### config.mk
export PLATFORM = sky130hd
export DESIGN_NAME = rv64g_l2_array_ctrl
export DESIGN_NICKNAME = d
export VERILOG_FILES = /design/src/rtl/rv64g_l2_pkg.sv /design/src/rtl/rv64g_l2_rr_arb2.sv /design/src/rtl/rv64g_l2_array_ctrl.sv
export SDC_FILE = /design/constraint.sdc
export NUM_CORES = 1
export LEC_CHECK = 0
export BUFFER_PORTS_ARGS = -buffer_cell sky130_fd_sc_hd__buf_2
export CORE_AREA = 2 2 199 201
export DETAILED_ROUTE_END_ITERATION = 12
export DIE_AREA = 0 0 201 203
export HOLD_SLACK_MARGIN = 0.08
export PLACE_DENSITY = 0.37
export SLEW_MARGIN = 10
export SYNTH_ARGS = -nofsm -noshare
export SYNTH_HDL_FRONTEND = slang
export SYNTH_HIERARCHICAL = 1
export SYNTH_SLANG_ARGS = --single-unit
### constraint.sdc
create_clock -name clk_i -period 2.9 [get_ports clk_i]
set_input_delay 0.435 -clock clk_i [delete_from_list [all_inputs] [get_ports clk_i]]
set_output_delay 0.435 -clock clk_i [all_outputs]
set_load 0.01 [all_outputs]
### src/rtl/rv64g_l2_pkg.sv
// Shared widths and FSM encoding for the L2 data/tag array controller.
package rv64g_l2_pkg;
  localparam int IDX_W  = 8;
  localparam int WAY_W  = 4;
  localparam int WORD_W = 3;
  localparam int TAG_W  = 50;
  localparam int DATA_W = 64;
  localparam int BE_W   = DATA_W / 8;

  typedef logic [1:0] l2_state_t;
  localparam l2_state_t ST_IDLE   = 2'd0;
  localparam l2_state_t ST_FILL   = 2'd1;
  localparam l2_state_t ST_EV_RD  = 2'd2;
  localparam l2_state_t ST_EV_OUT = 2'd3;
endpackage

### src/rtl/rv64g_l2_rr_arb2.sv
// Two-way round-robin arbiter between line fill and eviction requests.
module rv64g_l2_rr_arb2 (
  input  logic clk_i,
  input  logic rst_ni,
  input  logic en_i,
  input  logic req_fill_i,
  input  logic req_evict_i,
  output logic gnt_fill_o,
  output logic gnt_evict_o
);
  logic prio_evict_r;

  // A tie goes to whichever side was not granted last.
  always_comb begin
    gnt_fill_o  = en_i & req_fill_i & (~req_evict_i | ~prio_evict_r);
    gnt_evict_o = en_i & req_evict_i & (~req_fill_i | prio_evict_r);
  end

  // Priority moves to the loser of every grant; fill leads out of reset.
  always_ff @(posedge clk_i or negedge rst_ni) begin
    if (!rst_ni) begin
      prio_evict_r <= 1'b0;
    end else if (gnt_fill_o) begin
      prio_evict_r <= 1'b1;
    end else if (gnt_evict_o) begin
      prio_evict_r <= 1'b0;
    end
  end
endmodule

### src/rtl/rv64g_l2_array_ctrl.sv
// L2 data/tag array sequencer: line fills and two-cycle-per-beat eviction reads.
// Define L2_ARRAY_CTRL_PERF_EN to add saturating line-completion counters.
module rv64g_l2_array_ctrl
  import rv64g_l2_pkg::*;
#(
  parameter int NBEATS = 8
) (
  input  logic              clk_i,
  input  logic              rst_ni,
  input  logic              fill_req_i,
  input  logic [IDX_W-1:0]  fill_index_i,
  input  logic [WAY_W-1:0]  fill_way_i,
  input  logic [TAG_W-1:0]  fill_tag_i,
  output logic              fill_gnt_o,
  input  logic              fill_valid_i,
  input  logic [DATA_W-1:0] fill_data_i,
  output logic              fill_ready_o,
  input  logic              evict_req_i,
  input  logic [IDX_W-1:0]  evict_index_i,
  input  logic [WAY_W-1:0]  evict_way_i,
  output logic              evict_gnt_o,
  output logic              evict_valid_o,
  output logic [DATA_W-1:0] evict_data_o,
  output logic [TAG_W-1:0]  evict_tag_o,
  input  logic              evict_ready_i,
  output logic [IDX_W-1:0]  arr_index_o,
  output logic [WORD_W-1:0] arr_word_sel_o,
  output logic [WAY_W-1:0]  arr_way_sel_o,
  output logic              arr_write_en_o,
  output logic [BE_W-1:0]   arr_be_o,
  output logic [TAG_W-1:0]  arr_tag_o,
  output logic [DATA_W-1:0] arr_wdata_o,
  input  logic [DATA_W-1:0] arr_rdata_i,
  input  logic [TAG_W-1:0]  arr_tag_i,
  output logic              busy_o
`ifdef L2_ARRAY_CTRL_PERF_EN
  ,
  output logic [31:0]       perf_fill_lines_o,
  output logic [31:0]       perf_evict_lines_o
`endif
);
  localparam logic [WORD_W-1:0] LAST_BEAT = WORD_W'(NBEATS - 1);

  l2_state_t         state_r;
  logic [WORD_W-1:0] beat_r;
  logic [IDX_W-1:0]  index_r;
  logic [WAY_W-1:0]  way_r;
  logic [TAG_W-1:0]  tag_r;
  logic              fill_gnt_r;
  logic              evict_gnt_r;
  logic              gnt_fill_s;
  logic              gnt_evict_s;
  logic              last_beat_s;
  logic              fill_fire_s;
  logic              ev_fire_s;

  rv64g_l2_rr_arb2 u_arb (
    .clk_i       (clk_i),
    .rst_ni      (rst_ni),
    .en_i        (state_r == ST_IDLE),
    .req_fill_i  (fill_req_i),
    .req_evict_i (evict_req_i),
    .gnt_fill_o  (gnt_fill_s),
    .gnt_evict_o (gnt_evict_s)
  );

  assign last_beat_s = (beat_r == LAST_BEAT);
  assign fill_fire_s = (state_r == ST_FILL) && fill_valid_i;
  assign ev_fire_s   = (state_r == ST_EV_OUT) && evict_ready_i;
  assign fill_gnt_o  = fill_gnt_r;
  assign evict_gnt_o = evict_gnt_r;
  assign busy_o      = (state_r != ST_IDLE);

  // Sequencer state, beat counter and request latches; grants pulse on entry.
  always_ff @(posedge clk_i or negedge rst_ni) begin
    if (!rst_ni) begin
      state_r     <= ST_IDLE;
      beat_r      <= {WORD_W{1'b0}};
      index_r     <= {IDX_W{1'b0}};
      way_r       <= {WAY_W{1'b0}};
      tag_r       <= {TAG_W{1'b0}};
      fill_gnt_r  <= 1'b0;
      evict_gnt_r <= 1'b0;
    end else begin
      fill_gnt_r  <= 1'b0;
      evict_gnt_r <= 1'b0;
      case (state_r)
        ST_IDLE: begin
          if (gnt_fill_s) begin
            state_r    <= ST_FILL;
            beat_r     <= {WORD_W{1'b0}};
            index_r    <= fill_index_i;
            way_r      <= fill_way_i;
            tag_r      <= fill_tag_i;
            fill_gnt_r <= 1'b1;
          end else if (gnt_evict_s) begin
            state_r     <= ST_EV_RD;
            beat_r      <= {WORD_W{1'b0}};
            index_r     <= evict_index_i;
            way_r       <= evict_way_i;
            tag_r       <= {TAG_W{1'b0}};
            evict_gnt_r <= 1'b1;
          end
        end
        ST_FILL: begin
          if (fill_valid_i) begin
            if (last_beat_s) begin
              state_r <= ST_IDLE;
              beat_r  <= {WORD_W{1'b0}};
            end else begin
              beat_r  <= beat_r + 3'd1;
            end
          end
        end
        ST_EV_RD: state_r <= ST_EV_OUT;
        ST_EV_OUT: begin
          if (evict_ready_i) begin
            if (last_beat_s) begin
              state_r <= ST_IDLE;
              beat_r  <= {WORD_W{1'b0}};
            end else begin
              state_r <= ST_EV_RD;
              beat_r  <= beat_r + 3'd1;
            end
          end
        end
        default: state_r <= ST_IDLE;
      endcase
    end
  end

  // Array and stream outputs decoded from state; everything is zero in IDLE.
  always_comb begin
    fill_ready_o   = 1'b0;
    evict_valid_o  = 1'b0;
    evict_data_o   = {DATA_W{1'b0}};
    evict_tag_o    = {TAG_W{1'b0}};
    arr_index_o    = {IDX_W{1'b0}};
    arr_word_sel_o = {WORD_W{1'b0}};
    arr_way_sel_o  = {WAY_W{1'b0}};
    arr_write_en_o = 1'b0;
    arr_be_o       = {BE_W{1'b0}};
    arr_tag_o      = {TAG_W{1'b0}};
    arr_wdata_o    = {DATA_W{1'b0}};
    case (state_r)
      ST_FILL: begin
        fill_ready_o   = 1'b1;
        arr_index_o    = index_r;
        arr_word_sel_o = beat_r;
        arr_way_sel_o  = way_r;
        arr_tag_o      = tag_r;
        if (fill_valid_i) begin
          arr_write_en_o = 1'b1;
          arr_be_o       = {BE_W{1'b1}};
          arr_wdata_o    = fill_data_i;
        end else begin
          arr_write_en_o = 1'b0;
        end
      end
      ST_EV_RD: begin
        arr_index_o    = index_r;
        arr_word_sel_o = beat_r;
        arr_way_sel_o  = way_r;
      end
      ST_EV_OUT: begin
        // Address stays put so the registered array keeps presenting this beat.
        arr_index_o    = index_r;
        arr_word_sel_o = beat_r;
        arr_way_sel_o  = way_r;
        evict_valid_o  = 1'b1;
        evict_data_o   = arr_rdata_i;
        evict_tag_o    = arr_tag_i;
      end
      default: begin
        fill_ready_o = 1'b0;
      end
    endcase
  end

`ifdef L2_ARRAY_CTRL_PERF_EN
  // Saturating counts of completed fill and eviction lines.
  always_ff @(posedge clk_i or negedge rst_ni) begin
    if (!rst_ni) begin
      perf_fill_lines_o  <= 32'd0;
      perf_evict_lines_o <= 32'd0;
    end else begin
      if (fill_fire_s && last_beat_s && (perf_fill_lines_o != 32'hFFFF_FFFF)) begin
        perf_fill_lines_o <= perf_fill_lines_o + 32'd1;
      end
      if (ev_fire_s && last_beat_s && (perf_evict_lines_o != 32'hFFFF_FFFF)) begin
        perf_evict_lines_o <= perf_evict_lines_o + 32'd1;
      end
    end
  end
`else
  logic unused_fire_s;
  assign unused_fire_s = fill_fire_s ^ ev_fire_s;
`endif
endmodule

==> results of run 1 <==
## worst reg2reg max path, delay by kind of cell (launching register included)
| family | cells | cell delay (ns) |
|---|---|---|
| buffers and inverters | 2 | 0.42 |
| flip-flops | 1 | 0.45 |
| AND/OR/NAND/NOR | 2 | 0.38 |
| AO/OA/AOI/OAI | 3 | 0.76 |
## worst paths after layout
check                                             end  slack (ns)  depth (start not counted)                   start
worst max register to register  tag_r[41]$_DFFE_PN0P_        0.78                          7  state_r[0]$_DFFE_PN0P_
worst min-delay path            tag_r[22]$_DFFE_PN0P_        0.07                          1                  rst_ni
min in group clk_i              tag_r[36]$_DFFE_PN0P_        0.31                          2          fill_tag_i[36]
max in group asynchronous        fill_gnt_o$_DFF_PN0_        2.16                          2                  rst_ni
worst max-delay path                    arr_tag_o[41]        0.44                          4  state_r[0]$_DFFE_PN0P_
worst min register to register  tag_r[48]$_DFFE_PN0P_        0.49                          1   tag_r[48]$_DFFE_PN0P_
## cell usage in the layout (no fill, tap or decap)
| master | count |
|---|---|
| buf_4 | 15 |
| inv_1 | 2 |
| bufinv_16 | 2 |
| dfrtp_1 | 68 |
| clkinv_4 | 1 |
| mux2_2 | 1 |
| a22o_1 | 50 |
| or2_1 | 1 |
| o21ai_0 | 16 |
| inv_4 | 1 |
| buf_12 | 1 |
| mux2i_1 | 15 |
| nor2b_4 | 1 |
| a21oi_2 | 2 |
| clkinv_2 | 2 |
| buf_2 | 513 |
| o21ai_4 | 1 |
| and2_1 | 67 |
| diode_2 | 4 |
| and3_1 | 180 |
| a2bb2oi_1 | 1 |
| nand2_1 | 7 |
| dfrtp_2 | 2 |
| a21oi_1 | 2 |
| inv_6 | 2 |
| clkbuf_16 | 9 |
| ha_1 | 2 |
| o21ai_1 | 12 |
| or3b_2 | 1 |
| nor2_4 | 1 |
| nor2_1 | 2 |
## power by group
part / total, W / internal, W / switching, W
combinational: 0.00227 / 0.00108 / 0.00119
clock: 0.00121 / 0.000757 / 0.000457
sequential: 0.00154 / 0.00134 / 0.000206
total: 0.00503 / 0.00318 / 0.00185
## cell type report
type,count,area (µm²),share of cell area
Multi-Input combinational cell,362,2436,0.3090
Clock inverter,7,96.34,0.01222
Timing Repair Buffer,529,2700,0.3425
Clock buffer,9,225.2,0.02857
Sequential cell,70,1754,0.2225
Inverter,3,13.76,0.001746
Tap cell,518,648.1,0.08221
Antenna cell,4,10.01,0.001270
## per-layer routing
layer  GRT usage  part of all wire  up-vias
li1            -                 -     2738
met1      0.1503              0.43     2611
met2      0.1972              0.48      275
met3     0.02953             0.075       23
met4     0.03069             0.012        0
met5           0                 0        -
## cells in the mapped netlist
library cell    n  share of area
a21oi_1         3         0.0033
nand2_1         7         0.0057
clkbuf_1       41          0.034
buf_2           5         0.0055
mux2i_1        15          0.033
buf_6           7          0.017
inv_1           2         0.0016
and2_1         67          0.092
a22o_1         50          0.096
inv_4           1         0.0014
o21ai_0        16          0.017
o21ai_4         1         0.0036
o21ai_1        12          0.013
dfrtp_1        70           0.38
a2bb2oi_1       1         0.0019
and3_1        180           0.25
nor2_4          1         0.0025
buf_4          14          0.023
mux2_2          1         0.0025
clkbuf_2        5         0.0055
or2_1           1         0.0014
or3b_2          1         0.0019
ha_1            2         0.0055
nor2_1          2         0.0016
a21oi_2         1         0.0019
nor2b_1         1         0.0014
## sequential cells by signal, summed over array words and instances (netlist names)
| register | flops |
|---|---|
| tag_r | 50 |
| index_r | 8 |
| way_r | 4 |
| beat_r | 3 |
| state_r | 2 |
| evict_gnt_o | 1 |
| fill_gnt_o | 1 |
| u_arb/prio_evict_r | 1 |
## kinds of logic (layout without fill, tap and decap cells)
group,count (synthesis),count (layout),synth area share
AOI/OAI and AO/OA,84,84,0.1369
adders and majority gates,2,2,0.005465
buffers and inverters,75,548,0.08773
DFF,70,70,0.3826
muxes,16,16,0.03525
other,0,4,0
and+or+nand+nor,260,260,0.3520
## through the flow
stage	cell area, µm²	hold slack [ns]
final	7884	0.07183
after floorplan	4578	0.1394
after detailed placement	7552	0.4772
after global routing	7879	0.1123
after global placement	7552	0.4750
after CTS	7874	0.09935
==> flow_summary.toml, run 1 <==
[setup_path]
cp_max_fo = 35
critPathTopFamily = "simple AND/OR/NAND/NOR gates"
critPathRequiredTime_ns = 2.47
end_kind = "output pin"
cp_slowest_stage_delay_ns = 0.49
critPathArrivalTime_ns = 2.02
cp_cell_sequence = "nor2b_4, buf_4, and2_1, buf_2"
critPathKind = "flop to output pin"
cp_slowest_cell = "nor2b_4"
critPathBufInv = 2
cp-start-kind = "flop"

[routing]
vias = 5647
routedWlPerCell_um = 17.00
dr.pass1.iters = 4
initialDrtViolationCount = 346
wl_um = 25530
drc = 0
viasPerCell = 3.760
antenna_left = 0

[synthesis]
synth_nets = 767
ys_seq_elements = 70
seq_area_frac_synth = 0.3826
netlist_instances = 507
synth.avg_cell_area_um2 = 9.030
yosysWarnings = 6
synth_cell_types = 26
syn-cell-area_um2 = 4578

[clock_tree]
root_buffer = "clkbuf_16"
post-cts-setup-buffers = 0
clk_pin_slew_ns = 0.06
cts_buffers = 9
cts_tree = "built"
cts.sinks = 70
holdBufCountCts = 0
htreeDepth = 3
cts_buffer_depth = 2
clock_latency_ns = 0.34
cts.repair.resized = 0

[timing]
max_freq_mhz = 406.6
finalCriticalPeriod_ns = 2.459
finalHoldViolCount = 0
drv_slew = 0
fin_ws_ns = 0.4408
fin_skew_ns = 0.004388
slew_headroom = 0.3996
fin_crit_sh = 0.8480
setup_violations = 0
fin_tns_setup_ns = 0
tightest_slew_ns = 0.8972
rsz0062_at_grt = "no"

[global_route]
overflow = 0
antenna_found_initial = 10
grt.total_usage = 0.1176
grt_max_degree = 120
grt_pass1_vias = 5528
grt_pass1_wl_um = 36510

[placement]
port_buffers = 514
hpwl_um = 20550
gp_congestion = 0.7839
place_ws_ns = 0.7106
dp.cells = 1482

[run_status]
status = "finished, final reports clean"

[floorplanning]
ios = 515
dieHeight_um = 203
num_rows = 72
dieArea_um2 = 40800
initial_utilization = 0.1190
fp.dieW_um = 201
core-area_um2 = 38470

[pwr]
power_density_nw_per_um2 = 638.0
p_leak_nw = 4.965
total_power_w = 0.005030
peakVddDrop_mv = 0.2148

[job]
drv_cap = 0

[finish]
area_growth_pct = 72.21
layout-drive-gt1-share = 0.5663
nNetsFinal = 1235
final_core_util = 0.2050
layout.cells.non_filler = 1502
fill_cells = 4392

[worst_hold_path]
hp-class = "input pin to asynchronous set/reset pin"
No activity file was read; power rests on OpenSTA's default activity.
==> run 2: changes to the inputs <==
--- a/config.mk
+++ b/config.mk
@@ -10,7 +10,7 @@
 export DETAILED_ROUTE_END_ITERATION = 12
 export DIE_AREA = 0 0 201 203
 export HOLD_SLACK_MARGIN = 0.08
-export PLACE_DENSITY = 0.37
+export PLACE_DENSITY = 0.38
 export SLEW_MARGIN = 10
 export SYNTH_ARGS = -nofsm -noshare
 export SYNTH_HDL_FRONTEND = slang
==> constraint.sdc (replaced) <==
create_clock -name clk_i -period 2.2 [get_ports clk_i]
set_input_delay 0.33 -clock clk_i [delete_from_list [all_inputs] [get_ports clk_i]]
set_output_delay 0.33 -clock clk_i [all_outputs]
set_load 0.01 [all_outputs]
==> run 2 against run 1 <==
Routed wire length up 1.1%. Utilization is 0.20 points higher. Die area did not move. Non-clock buffer count is 2 higher. Count of clock-buffer cells in the layout is the same. Critical path depth increased by 1. Combinational power is 32% higher. Hold slack improved by 0.14 ns. Via count grew 2.5%. Highest routed layer is now met5.
==> flow_summary.toml, run 2 (synthesized netlist as in run 1, its figures left out) <==
[pwr]
peakVddDrop_mv = 0.3328
sw_frac_of_total = 0.3639
total_power_w = 0.006632
p_leak_nw = 4.995
power_density_nw_per_um2 = 833.2
p_sw_w = 0.002414
clkPwrFrac = 0.245
p_int_w = 0.004219
p_comb_frac = 0.451
seq_power_share = 0.304

[setup_path]
cp-start-kind = "flop"
critPathBufInv = 3
critPathKind = "flop to output pin"
critPathRequiredTime_ns = 1.87
critPathTopFamily = "buffers and inverters"
cp_max_fo = 52
cp_slowest_cell = "dfrtp_2"
end_kind = "output pin"
critPathArrivalTime_ns = 1.76
cp_cell_sequence = "nor2b_4, buf_12, buf_4, and3_1, buf_2"
cp_slowest_stage_delay_ns = 0.44

[timing]
drv_slew = 0
fin_skew_ns = 0.007004
finalCriticalPeriod_ns = 2.094
hold_slack_ns = 0.2069
fin_tns_setup_ns = 0
setup_violations = 0
finalHoldViolCount = 0
tightest_slew_ns = 0.6083
rsz0062_at_grt = "no"
fin_crit_sh = 0.9519
slew_headroom = 0.5945
max_freq_mhz = 477.5

[finish]
nNetsFinal = 1237
top_regs = "tag_r: 50 flops, index_r: 8 flops, way_r: 4 flops"
largest_reg_flops = 50
final_cell_mix = "513 x buf_2, 180 x and3_1, 68 x dfrtp_1"
fill_cells = 4364
layout-drive-gt1-share = 0.5672
layout_commonest_cell = "buf_2"
stdcell_area_um2 = 7960
area_growth_pct = 73.87
top_register = "tag_r"
final_core_util = 0.2069

[job]
drv_cap = 0

[floorplanning]
core-area_um2 = 38470
ios = 515
dieArea_um2 = 40800
num_rows = 72
fp.dieW_um = 201
dieHeight_um = 203
initial_utilization = 0.1190

[routing]
wl_um = 25820
antenna_left = 0
routedWlPerCell_um = 17.20
dr.pass1.iters = 4
vias = 5789
initialDrtViolationCount = 334
viasPerCell = 3.857
drc = 0

[global_route]
antenna_found_initial = 15
grt.total_usage = 0.1181
grt.busiest_layer = "met2"
overflow = 0
use_met2 = 0.2046
grt_pass1_vias = 5496
gr-usage-met1 = 0.1505
use_met3 = 0.02632
grt_max_degree = 121
grt_pass1_wl_um = 36430

[clock_tree]
clk_pin_slew_ns = 0.07
post-cts-setup-buffers = 0
cts_buffer_depth = 2
cts_tree = "built"
root_buffer = "clkbuf_16"
cts_buffers = 9
clock_latency_ns = 0.34
htreeDepth = 3
cts.sinks = 70

[placement]
hpwl_um = 20560
port_buffers = 514
dpl-instance-area_um2 = 7610
gp_congestion = 0.8194

[run_status]
status = "finished, final reports clean"

[worst_hold_path]
hp-class = "input pin to flop"
[run 2: changes by cell type in the layout (fill, tap and decap cells not counted), sizes merged]
cell         delta
clkinvlp        +1
buf             +1
diode           -3
inv             +1
dlygate4sd3     +1
clkinv          -2
[run 2: repair_timing]
| item | in CTS | in global routing |
|---|---|---|
| setup endpoints to repair | 0 | 136 |
| gates resized for setup | 0 | 3 |
| endpoints found under the hold margin | 34 | 0 |
| hold buffers | 1 | 0 |
[run 2: per-stage QoR]
step / setup WS [ns] / instances
5_1_grt: 0.006140 / 1501
3_3_place_gp: 0.1847 / 1483
4_1_cts: 0.03899 / 1500
2_1_floorplan: 0.3646 / 507
6_report: 0.1058 / 1501
3_5_place_dp: 0.1018 / 1483
[run 2: power groups by stage]
stage	Combinational (W)	Sequential [W]	Clock (W)
6_report	0.00299	0.00202	0.00163
4_1_cts	0.00302	0.00201	0.00168
2_1_floorplan	0.00178	0.00194	0
3_5_place_dp	0.00301	0.00202	0
3_3_place_gp	0.00299	0.00205	0
5_1_grt	0.00328	0.00209	0.00174
[run 2: final timing paths]
kind                                              from                endpoint  slack [ns]  cells past startpoint
worst min-delay path                    fill_tag_i[36]   tag_r[36]$_DFFE_PN0P_        0.21                      2
worst min register to register   tag_r[21]$_DFFE_PN0P_   tag_r[21]$_DFFE_PN0P_        0.49                      1
worst max register to register  state_r[1]$_DFFE_PN0P_   tag_r[25]$_DFFE_PN0P_        0.20                      8
worst max-delay path            state_r[1]$_DFFE_PN0P_         arr_wdata_o[17]        0.11                      5
max in group asynchronous                       rst_ni  state_r[0]$_DFFE_PN0P_        1.12                      3
min in group asynchronous                       rst_ni   tag_r[28]$_DFFE_PN0P_        0.49                      2
[run 2: per-layer routing]
| metal | vias to the layer above | routed length (µm) |
|---|---|---|
| li1 | 2740 | - |
| met1 | 2707 | 10970 |
| met2 | 297 | 12640 |
| met3 | 43 | 1775 |
| met4 | 2 | 421 |
| met5 | - | 11 |
[run 2: area by class of cell]
type	instances	area [µm²]	area share
timing repair buffer	531	2775	0.3486
inverter	3	13.76	0.001729
sequential	70	1754	0.2204
multi-input combinational	362	2439	0.3064
clock inverter	7	102.6	0.01289
antenna	1	2.502	0.0003144
clock buffer	9	225.2	0.02829
tap	518	648.1	0.08142
==> run 3: changes to the inputs <==
--- a/config.mk
+++ b/config.mk
@@ -6,13 +6,13 @@
 export NUM_CORES = 1
 export LEC_CHECK = 0
 export BUFFER_PORTS_ARGS = -buffer_cell sky130_fd_sc_hd__buf_2
-export CORE_AREA = 2 2 199 201
+export CORE_AREA = 2 2 198 200
+export CTS_BUF_LIST = sky130_fd_sc_hd__clkbuf_8
 export DETAILED_ROUTE_END_ITERATION = 12
-export DIE_AREA = 0 0 201 203
+export DIE_AREA = 0 0 200 202
 export HOLD_SLACK_MARGIN = 0.08
-export PLACE_DENSITY = 0.38
+export PLACE_DENSITY = 0.37
 export SLEW_MARGIN = 10
 export SYNTH_ARGS = -nofsm -noshare
 export SYNTH_HDL_FRONTEND = slang
-export SYNTH_HIERARCHICAL = 1
 export SYNTH_SLANG_ARGS = --single-unit
==> constraint.sdc (replaced) <==
create_clock -name clk_i -period 2 [get_ports clk_i]
set_input_delay 0.3 -clock clk_i [delete_from_list [all_inputs] [get_ports clk_i]]
set_output_delay 0.3 -clock clk_i [all_outputs]
set_load 0.01 [all_outputs]
==> run 3 against run 2 <==
The flow now finishes with violations (setup timing). Clock power shrank 31%. Die area shrank 0.99%. Combinational power grew 66%. Clock skew grew 0.0056 ns. Sequential power grew 14%. Utilization grew 0.89 points. Global-route usage grew 2.3 points. First-iteration DRC count shrank 18%. Register-to-register slack gained 0.17 ns. Non-clock buffer count grew 13. Hold slack lost 0.058 ns. Via count grew 2.6%. Critical endpoint is now evict_data_o[49]. Largest cell class unchanged. Largest power group unchanged.
==> flow_summary.toml, run 3 <==
[run_status]
status = "complete, but fails checks"
violations = "setup timing"

[clock_tree]
cts_buffers = 9
clk_pin_slew_ns = 0.08
root_buffer = "clkbuf_8"
cts_tree = "built"
htreeDepth = 3
cts_buffer_depth = 2
cts.sinks = 70
clock_latency_ns = 0.37

[finish]
top_regs = "tag_r: 50 flops, index_r: 8 flops, way_r: 4 flops"
final_cell_mix = "489 x buf_2, 192 x and3_1, 68 x dfrtp_1"
nNetsFinal = 1248
largest_reg_flops = 50
top_register = "tag_r"
area_growth_pct = 80.39
layout_commonest_cell = "buf_2"
fill_cells = 4322
layout-drive-gt1-share = 0.5851
layout.cells.non_filler = 1518

[routing]
dr.pass1.iters = 4
initialDrtViolationCount = 273
drc = 0
viasPerCell = 3.913
wl_um = 30260
routedWlPerCell_um = 19.93
antenna_left = 0
vias = 5940

[placement]
port_buffers = 514
place_ws_ns = 0.1678
dp.cells = 1485
gp_congestion = 0.8424
hpwl_um = 24500

[timing]
setup_violations = 28
drv_slew = 0
tightest_slew_ns = 0.5092
fin_crit_sh = 1.018
finalHoldViolCount = 0
slew_headroom = 0.6605
fin_ws_ns = -0.03550
rsz0062_at_grt = "yes"
max_freq_mhz = 491.3
finalCriticalPeriod_ns = 2.036
fin_skew_ns = 0.01263

[synthesis]
synth_common_cells = "203 x and3_1, 70 x dfrtp_1, 67 x and2_1"
netlist_instances = 506
yosysTopAreaCell = "dfrtp_1"
synthTopCellsByArea = "dfrtp_1 38%, and3_1 28%, a22o_1 10%"
netlist.area_leader.share = 0.3823
synth_cell_types = 26
yosysWarnings = 0
synth.avg_cell_area_um2 = 9.055
ys_dominant_reg_cell = "dfrtp_1"
synth_nets = 766
seq_area_frac_synth = 0.3823
synth_most_common_cell = "and3_1"
syn-cell-area_um2 = 4582
ys_seq_elements = 70
synth-edff-count = 0
synthArstFlopShare = 1.000

[global_route]
antenna_found_initial = 13
grt.total_usage = 0.1409
overflow = 0
grt_pass1_vias = 5859
grt_pass1_wl_um = 41310
grt_max_degree = 88

[setup_path]
critPathArrivalTime_ns = 1.74
cp_max_fo = 81
critPathRequiredTime_ns = 1.70
critPathKind = "flop to output pin"
end_kind = "output pin"
cp-start-kind = "flop"

[pwr]
peakVddDrop_mv = 0.4036
p_leak_nw = 5.289
power_density_nw_per_um2 = 1016

[job]
drv_cap = 0

[floorplanning]
num_rows = 72
core-area_um2 = 38290
fp.dieW_um = 200
dieHeight_um = 202
ios = 515
initial_utilization = 0.1197
dieArea_um2 = 40400

[worst_hold_path]
hp-class = "input pin to flop"
-- run 3: through the flow --
stage	area, µm²	hold WS, ns	TNS [ns]	util	total power, W
CTS	8108	0.1131	-6.092	0.2118	0.008356
floorplan	4582	0.004409	0	-	0.004859
global placement	7679	0.2708	0	0.2006	0.006724
finish	8265	0.1485	-0.3550	0.2159	0.008400
detailed placement	7679	0.2571	0	0.2006	0.006721
global route	8263	0.1217	-10.75	0.2158	0.009075
-- run 3: timing repair --
action | CTS | global route
setup buffers | 5 | 1
setup endpoints to repair | 178 | 202
pin swaps | 1 | 2
cloned | 2 | 1
gates resized for setup | 29 | 24
endpoints found under the hold margin | 27 | 0
hold buffers | 1 | 0
-- run 3: worst max-delay path, stage by stage, from the launching register on --
cell	delay, ns
dfrtp_4	0.49
buf_6	0.39
and3_1	0.30
buf_2	0.16
-- run 3: cell families (layout without fill, tap and decap cells) --
logic type,count (synthesis),after routing,synth area share
AO/OA/AOI/OAI,69,69,0.1346
adder cells (fa/ha/maj),2,2,0.005461
buffers and inverters,75,562,0.08219
flip-flops,70,70,0.3823
multiplexers,4,4,0.009557
other,0,7,0
AND/OR/NAND/NOR,286,286,0.3859
-- run 3: layer usage --
metal / track usage / up-vias / share of wire
met5: 0 / - / 0.0021
met4: 0.04683 / 10 / 0.021
met3: 0.04388 / 37 / 0.089
met2: 0.2282 / 267 / 0.47
met1: 0.1765 / 2840 / 0.42
li1: - / 2786 / -
-- run 3: final timing paths --
kind / startpoint / endpoint / slack (ns) / cells after the start
worst max-delay path: state_r[1]$_DFFE_PN0P_ / evict_data_o[49] / -0.04 / 3
worst min-delay path: fill_tag_i[43] / tag_r[43]$_DFFE_PN0P_ / 0.15 / 2
worst max register to register: state_r[1]$_DFFE_PN0P_ / tag_r[34]$_DFFE_PN0P_ / 0.37 / 5
worst min register to register: tag_r[23]$_DFFE_PN0P_ / tag_r[23]$_DFFE_PN0P_ / 0.49 / 1
max in group asynchronous: rst_ni / state_r[0]$_DFFE_PN0P_ / 0.96 / 3
min in group asynchronous: rst_ni / tag_r[22]$_DFFE_PN0P_ / 0.40 / 2
-- run 3: cell type report --
class                           instances  area [µm²]  area share
Tap cell                              518       648.1     0.07841
Clock inverter                          7       58.81    0.007115
Clock buffer                            9       123.9     0.01499
Antenna cell                            7       17.52    0.002119
Multi-Input combinational cell        361        2537      0.3070
Timing Repair Buffer                  544        3109      0.3762
Inverter                                2       11.26    0.001362
Sequential cell                        70        1759      0.2128
-- run 3: power by group --
part | switching [W] | internal, W
registers | 0.000346 | 0.00197
logic | 0.00246 | 0.00251
clock network | 0.000563 | 0.000559
